<file path="src/rtl/debounce_onepulse.sv">
// debounce_onepulse: turns a raw push-button level into a clean debounced level
// plus a one-clock press pulse. When LONG_PRESS_EN is defined it also emits a
// one-clock long_pulse after HOLD_TICKS sample ticks of continuous press.
// Ports:
//   clk          - system clock, all logic on the rising edge
//   rst          - synchronous reset, active-high
//   pb_in        - raw asynchronous button level, 1 = pressed
//   pb_debounced - debounced, registered button level
//   pb_pulse     - one-cycle pulse per debounced press
//   long_pulse   - one-cycle pulse on long press (constant 0 without LONG_PRESS_EN)
// Latency: 2 (sync) + up to DB_DEPTH*SAMPLE_DIV + 2 clocks from stable press to pb_pulse.
// Optional feature macro: LONG_PRESS_EN (hold counter and HELD state).
module debounce_onepulse #(
  parameter int SAMPLE_DIV = 100000,
  parameter int DB_DEPTH   = 4,
  parameter int HOLD_TICKS = 1000
) (
  input  logic clk,
  input  logic rst,
  input  logic pb_in,
  output logic pb_debounced,
  output logic pb_pulse,
  output logic long_pulse
);

  localparam int            CW       = (SAMPLE_DIV > 1) ? $clog2(SAMPLE_DIV) : 1;
  localparam logic [CW-1:0] CNT_LAST = CW'(SAMPLE_DIV - 1);

  // Two-flop synchronizer; only pb_s is used downstream.
  logic pb_meta;
  logic pb_s;

  always_ff @(posedge clk) begin
    if (rst) begin
      pb_meta <= 1'b0;
      pb_s    <= 1'b0;
    end else begin
      pb_meta <= pb_in;
      pb_s    <= pb_meta;
    end
  end

  // Free-running prescaler; tick marks the last count of each period.
  logic [CW-1:0] cnt;
  logic          tick;

  assign tick = (cnt == CNT_LAST);

  always_ff @(posedge clk) begin
    if (rst) begin
      cnt <= '0;
    end else if (tick) begin
      cnt <= '0;
    end else begin
      cnt <= cnt + 1'b1;
    end
  end

  // Sample history; the level only moves once the whole window agrees.
  logic [DB_DEPTH-1:0] sh;

  always_ff @(posedge clk) begin
    if (rst) begin
      sh <= '0;
    end else if (tick) begin
      sh <= {sh[DB_DEPTH-2:0], pb_s};
    end
  end

  always_ff @(posedge clk) begin
    if (rst) begin
      pb_debounced <= 1'b0;
    end else if (&sh) begin
      pb_debounced <= 1'b1;
    end else if (~|sh) begin
      pb_debounced <= 1'b0;
    end
  end

  // One-pulse FSM
`ifdef LONG_PRESS_EN
  typedef enum logic [1:0] {
    IDLE    = 2'd0,
    PRESSED = 2'd1,
    HELD    = 2'd2
  } state_t;

  localparam int            HW       = $clog2(HOLD_TICKS + 1);
  localparam logic [HW-1:0] HOLD_MAX = HW'(HOLD_TICKS);

  logic [HW-1:0] hold_cnt;
  logic          long_nxt;
`else
  typedef enum logic [1:0] {
    IDLE    = 2'd0,
    PRESSED = 2'd1
  } state_t;
`endif

  state_t state;
  state_t state_nxt;
  logic   pulse_nxt;

  always_comb begin
    state_nxt = IDLE;
    pulse_nxt = 1'b0;
`ifdef LONG_PRESS_EN
    long_nxt  = 1'b0;
`endif
    case (state)
      IDLE: begin
        if (pb_debounced) begin
          state_nxt = PRESSED;
          pulse_nxt = 1'b1;
        end
      end
      PRESSED: begin
        state_nxt = PRESSED;
        if (!pb_debounced) begin
          state_nxt = IDLE;
`ifdef LONG_PRESS_EN
        end else if (hold_cnt == HOLD_MAX) begin
          state_nxt = HELD;
          long_nxt  = 1'b1;
`endif
        end
      end
`ifdef LONG_PRESS_EN
      HELD: begin
        state_nxt = pb_debounced ? HELD : IDLE;
      end
`endif
      default: begin
        state_nxt = IDLE;
      end
    endcase
  end

  always_ff @(posedge clk) begin
    if (rst) begin
      state    <= IDLE;
      pb_pulse <= 1'b0;
    end else begin
      state    <= state_nxt;
      pb_pulse <= pulse_nxt;
    end
  end

`ifdef LONG_PRESS_EN
  // Counts ticks of continuous press; saturates so a very long hold never
  // re-triggers, and is cleared whenever the FSM sits in IDLE.
  always_ff @(posedge clk) begin
    if (rst) begin
      hold_cnt <= '0;
    end else if (state == IDLE) begin
      hold_cnt <= '0;
    end else if (state == PRESSED && tick && hold_cnt != HOLD_MAX) begin
      hold_cnt <= hold_cnt + 1'b1;
    end
  end

  always_ff @(posedge clk) begin
    if (rst) begin
      long_pulse <= 1'b0;
    end else begin
      long_pulse <= long_nxt;
    end
  end
`else
  // HOLD_TICKS only matters with long-press support; it is still referenced
  // so both builds expose the same parameter list without dead-code noise.
  logic unused_hold_cfg;
  assign unused_hold_cfg = (HOLD_TICKS > 0);
  assign long_pulse      = 1'b0;
`endif

endmodule

</file>
<file path="config.mk">
export PLATFORM = sky130hd
export DESIGN_NAME = debounce_onepulse
export DESIGN_NICKNAME = d
export VERILOG_FILES = /design/src/rtl/debounce_onepulse.sv
export SDC_FILE = /design/constraint.sdc
export NUM_CORES = 1
export LEC_CHECK = 0
export ABC_AREA = 0
export CAP_MARGIN = 15
export CORE_ASPECT_RATIO = 0.6
export CORE_MARGIN = 1
export CORE_UTILIZATION = 42
export CTS_CLUSTER_SIZE = 14
export DETAILED_ROUTE_END_ITERATION = 6
export PLACE_DENSITY = 0.6
export SLEW_MARGIN = 20
export SYNTH_ARGS = -nofsm -noshare
export SYNTH_HDL_FRONTEND = slang
export SYNTH_SLANG_ARGS = --single-unit
</file>
<file path="constraint.sdc">
create_clock -name clk -period 2.1 [get_ports clk]
set_input_delay 0.42 -clock clk [delete_from_list [all_inputs] [get_ports clk]]
set_output_delay 0.42 -clock clk [all_outputs]
set_load 0.05 [all_outputs]
</file>
After elaboration in Yosys (flattened, before gate mapping)
Index checks and enable logic that the tools add are counted.
{"block": "classes", "add_sub_neg": 1, "eq_ne": 3, "muxes": 4, "bitwise_logic": 2, "reduce_logical": 7}
{"op": "17-bit by 1-bit adder with 17-bit output (second input constant)", "count": 1}
{"op": "17-bit equality test (second input constant)", "count": 1}
{"op": "2-bit OR reduction", "count": 4}
{"op": "1-bit two-way mux", "count": 4}
{"op": "4-bit AND reduction", "count": 1}
{"op": "4-bit OR reduction", "count": 1}
{"op": "2-bit by 1-bit equality test with 1-bit output (second input constant)", "count": 1}
{"op": "2-bit logical NOT", "count": 1}
{"op": "2-bit != test (second input constant)", "count": 1}
{"op": "1-bit inverter", "count": 2}
{"block": "totals", "regBits": 27, "output_inout_bits": 3}

Depth between registers and ports, before layout
{"block": "logic_depth", "depth_word": 4, "ltp_mapped": 6, "mapped_depth_nobuf": 5}

Worst setup path after synthesis
No wires, ideal clock.
{"block": "synth_path", "path_type": "register to register", "startpoint": "reg cnt[0]", "endpoint": "reg cnt[14]", "arrival_ps": 1367, "required_time_ps": 1985, "setup_slack_ps": 619, "stages_incl_launch_ff": 7, "path_buffers": 1, "period_less_slack_ps": 1481, "path_cell_list": "dfxtp_1 -> ha_1 -> and4_1 -> nand4_2 -> nand2b_2 -> buf_6 -> nor2_1"}
{"block": "synth_between", "elab_chain_cells": 2, "elab_cells_between_ends": 3, "cone_classes": "add/sub: 1; eq/ne: 1; reduce/logical: 1"}
{"element": "from (decl)", "line_no": "44", "text": "logic [CW-1:0] cnt;"}
{"element": "from (signal assigned)", "line_no": "55", "text": "cnt <= cnt + 1'b1;"}
{"element": "parallel branches: the longest is 2 deep, another holds 17-bit by 1-bit adder with 17-bit output"}
Parallel ways; which one is timed is not known.
A chain may end at the register's enable or synchronous reset.

Worst setup path after layout
{"block": "layout_path", "startpoint": "reg pb_debounced", "endpoint": "out pb_debounced"}
{"element": "from (decl)", "line_no": "21", "text": "output logic pb_debounced,"}
{"element": "from (signal assigned)", "line_no": "72", "text": "pb_debounced <= 1'b0;"}
{"element": "from (signal assigned)", "line_no": "74", "text": "pb_debounced <= 1'b1;"}
{"element": "from (signal assigned)", "line_no": "76", "text": "pb_debounced <= 1'b0;"}
No word-level cell between the ends.

==> results.sh <==
export IMPL_run_status="completed"
export IMPL_comb_power_share=0.034
export IMPL_place_inst=146
export IMPL_slowest_stage="clkdlybuf4s50_1"
export IMPL_ctsHoldBuffers=0
export IMPL_yosys_warnings=0
export IMPL_worstPathRequired_ns=1.68
export IMPL_grt_pass1_vias=718
export IMPL_skew_ns=0.00597
export IMPL_nNetsFinal=125
export IMPL_routedWlPerCell_um=12.2
export IMPL_top_layer_used="met4"
export IMPL_cts_setup_buffers=0
export IMPL_overflow=0
export IMPL_path_cells="clkdlybuf4s50_1"
export IMPL_ctsRootBufferMaster="clkbuf_8"
export IMPL_synthFlopType="dfxtp_1"
export IMPL_powerDensity_nw_per_um2=669
export IMPL_max_freq_mhz=537
export IMPL_maxCapViolCount=0
export IMPL_area_growth_pct=9.00
export IMPL_cts_buffers=3
export IMPL_cts_resized=0
export IMPL_grt_usage=0.161
export IMPL_min_path_type="flip-flop to flip-flop"
export IMPL_cp_max_fo=4
export IMPL_first_pass_iters=4
export IMPL_antenna_cells=0
export IMPL_leakagePower_nw=0.446
export IMPL_worstSkewPairLatency_ns=0.27
export IMPL_synth_fa_ha_area_frac=0.0114
export IMPL_drive_above_1_share=0.0840
export IMPL_wl_met2_um=689
export IMPL_ant_nets=0
export IMPL_drcViolationCount=0
export IMPL_finalSetupViolations=0
export IMPL_seqPwrFrac=0.630
export IMPL_rsz0062_at_grt="no"
export IMPL_final_core_util=0.518
export IMPL_power_frac_clock=0.337
export IMPL_ys_types=32
export IMPL_initial_core_util=0.476
export IMPL_die_area_um2=2830
export IMPL_dp_hpwl_mm=1.36
export IMPL_wl_met3_um=101
export IMPL_synth_edf_count=0
export IMPL_gp_congestion=0.808
export IMPL_vias_per_cell=5.10
export IMPL_ys_async_sr_fraction=0
export IMPL_rows=13
export IMPL_clk_pin_slew_ns=0.08
export IMPL_fin_cells=149
export IMPL_switchingPower_mw=0.163
export IMPL_hold_viol_final=0
export IMPL_tns_ns=0
export IMPL_avgSynthCellArea_um2=9.55
export IMPL_ys_ff_latch=26
export IMPL_routed_wl_mm=1.82
export IMPL_synth_nets=119
export IMPL_startpoint_type="flip-flop"
export IMPL_worst_setup_path_type="flip-flop to output port"
export IMPL_syn_inst=115
export IMPL_die_x_um=68.0
export IMPL_antenna_found_initial=0
export IMPL_io_buffer_count=4
export IMPL_crit_family="buffers and inverters"
export IMPL_slew_violations=0
export IMPL_synth_compound_area_share=0.0285
export IMPL_htree_num_levels=1
export IMPL_tritoncts="yes"
export IMPL_coreArea_um2=2310
export IMPL_wl_met1_mm=1.02
export IMPL_routed_via_count=760
export IMPL_fillers=218
export IMPL_first_iter_violations=50
export IMPL_critPathCaptureType="output port"
export IMPL_final_cell_mix="dfxtp_1, nor2_1, xnor2_1"
export IMPL_final_common_cell="dfxtp_1"
export IMPL_muxShareOfSynthArea=0.0364
export IMPL_grt_max_degree=16
export IMPL_finalCriticalPeriod_ns=1.86
export IMPL_synthXorXnorAreaFrac=0.112
export IMPL_p_int_mw=0.638
export IMPL_vdd_drop_max_v=0.000320
export IMPL_pre_cts_ws_ns=0.435
export IMPL_yosys_area_share_simple=0.300
export IMPL_grt_first_pass_wirelength_mm=3.35
export IMPL_min_period_over_period=0.887
export IMPL_die_height_um=41.6
export IMPL_worst_path_buf_inv=1
export IMPL_switching_share=0.204
export IMPL_timing_final_ws_setup_ns=0.236
export IMPL_synth_top_family_by_area="simple AND/OR/NAND/NOR gates"
export IMPL_netlist_area_um2=1100
export IMPL_clockBufferDepth=2
export IMPL_ys_seq_area_frac=0.474
export IMPL_critPathMaxStageDelay_ns=0.81
export IMPL_ios=6
export IMPL_cts_sinks=26
export IMPL_worst_ep_arrival_time_ns=1.44
cells by family after synthesis:
| kind of cell | Yosys count |
|---|---|
| compound gates | 5 |
| xor+xnor | 14 |
| fa+ha+maj | 1 |
| buf+inv | 7 |
| flops | 26 |
| mux | 4 |
| other cells | 1 |
| simple gates | 57 |
power by group through the flow:
stage / logic [mW] / clock network, mW / registers [mW]
6_report: 0.0269 / 0.270 / 0.505
5_1_grt: 0.0305 / 0.312 / 0.506
4_1_cts: 0.0273 / 0.281 / 0.505
3_5_place_dp: 0.0272 / 0 / 0.516
3_3_place_gp: 0.0269 / 0 / 0.516
2_1_floorplan: 0.0223 / 0 / 0.515
path summary, 6_finish.rpt:
path	from	endpoint	slack [ns]	cells past startpoint
hold reg to reg	state[0]	pb_pulse	0.39	1
setup reg to reg	cnt[0]	cnt[9]	0.41	5
hold / removal	state[0]	pb_pulse	0.39	1
setup / recovery	pb_debounced	pb_debounced	0.24	1
cell type report:
| class | instances | area, um2 | share of cell area |
|---|---|---|---|
| Sequential cell | 26 | 520 | 0.435 |
| Inverter | 3 | 11.3 | 0.00940 |
| Tap cell | 30 | 37.5 | 0.0313 |
| Timing Repair Buffer | 5 | 47.5 | 0.0397 |
| Multi-Input combinational cell | 82 | 539 | 0.450 |
| Clock buffer | 3 | 41.3 | 0.0345 |
per-layer routing:
metal | up-vias | GRT usage
li1 | 398 | -
met1 | 346 | 0.259
met2 | 14 | 0.196
met3 | 2 | 0.0659
met4 | 0 | 0.0250
met5 | - | 0
registers in the layout, summed over array words and instances, names as in the netlist:
register	flops
pb_pulse	1
state	1
pb_meta	1
sh	4
pb_s	1
pb_debounced	1
cnt	17
Yosys cell counts (2+ instances only):
library cell | instances | area, um2
xor2_1 | 3 | 26.3
nand3_1 | 5 | 25.0
nand4_1 | 5 | 31.3
nor4_1 | 4 | 25.0
nor2b_1 | 4 | 25.0
nor2_1 | 22 | 82.6
nand2_1 | 4 | 15.0
dfxtp_1 | 26 | 521
inv_1 | 3 | 11.3
o21ai_0 | 2 | 10.0
nor3_1 | 3 | 15.0
mux2i_1 | 4 | 40.0
xnor2_1 | 11 | 96.3
through the flow:
stage	area [um2]	hold slack, ns	power (mW)
floorplan	1100	0.367	0.537
global placement	1160	0.379	0.543
detailed placement	1160	0.378	0.544
CTS	1200	0.390	0.813
global route	1200	0.395	0.849
finish	1200	0.386	0.801
No activity file was read; power rests on OpenSTA's default activity.
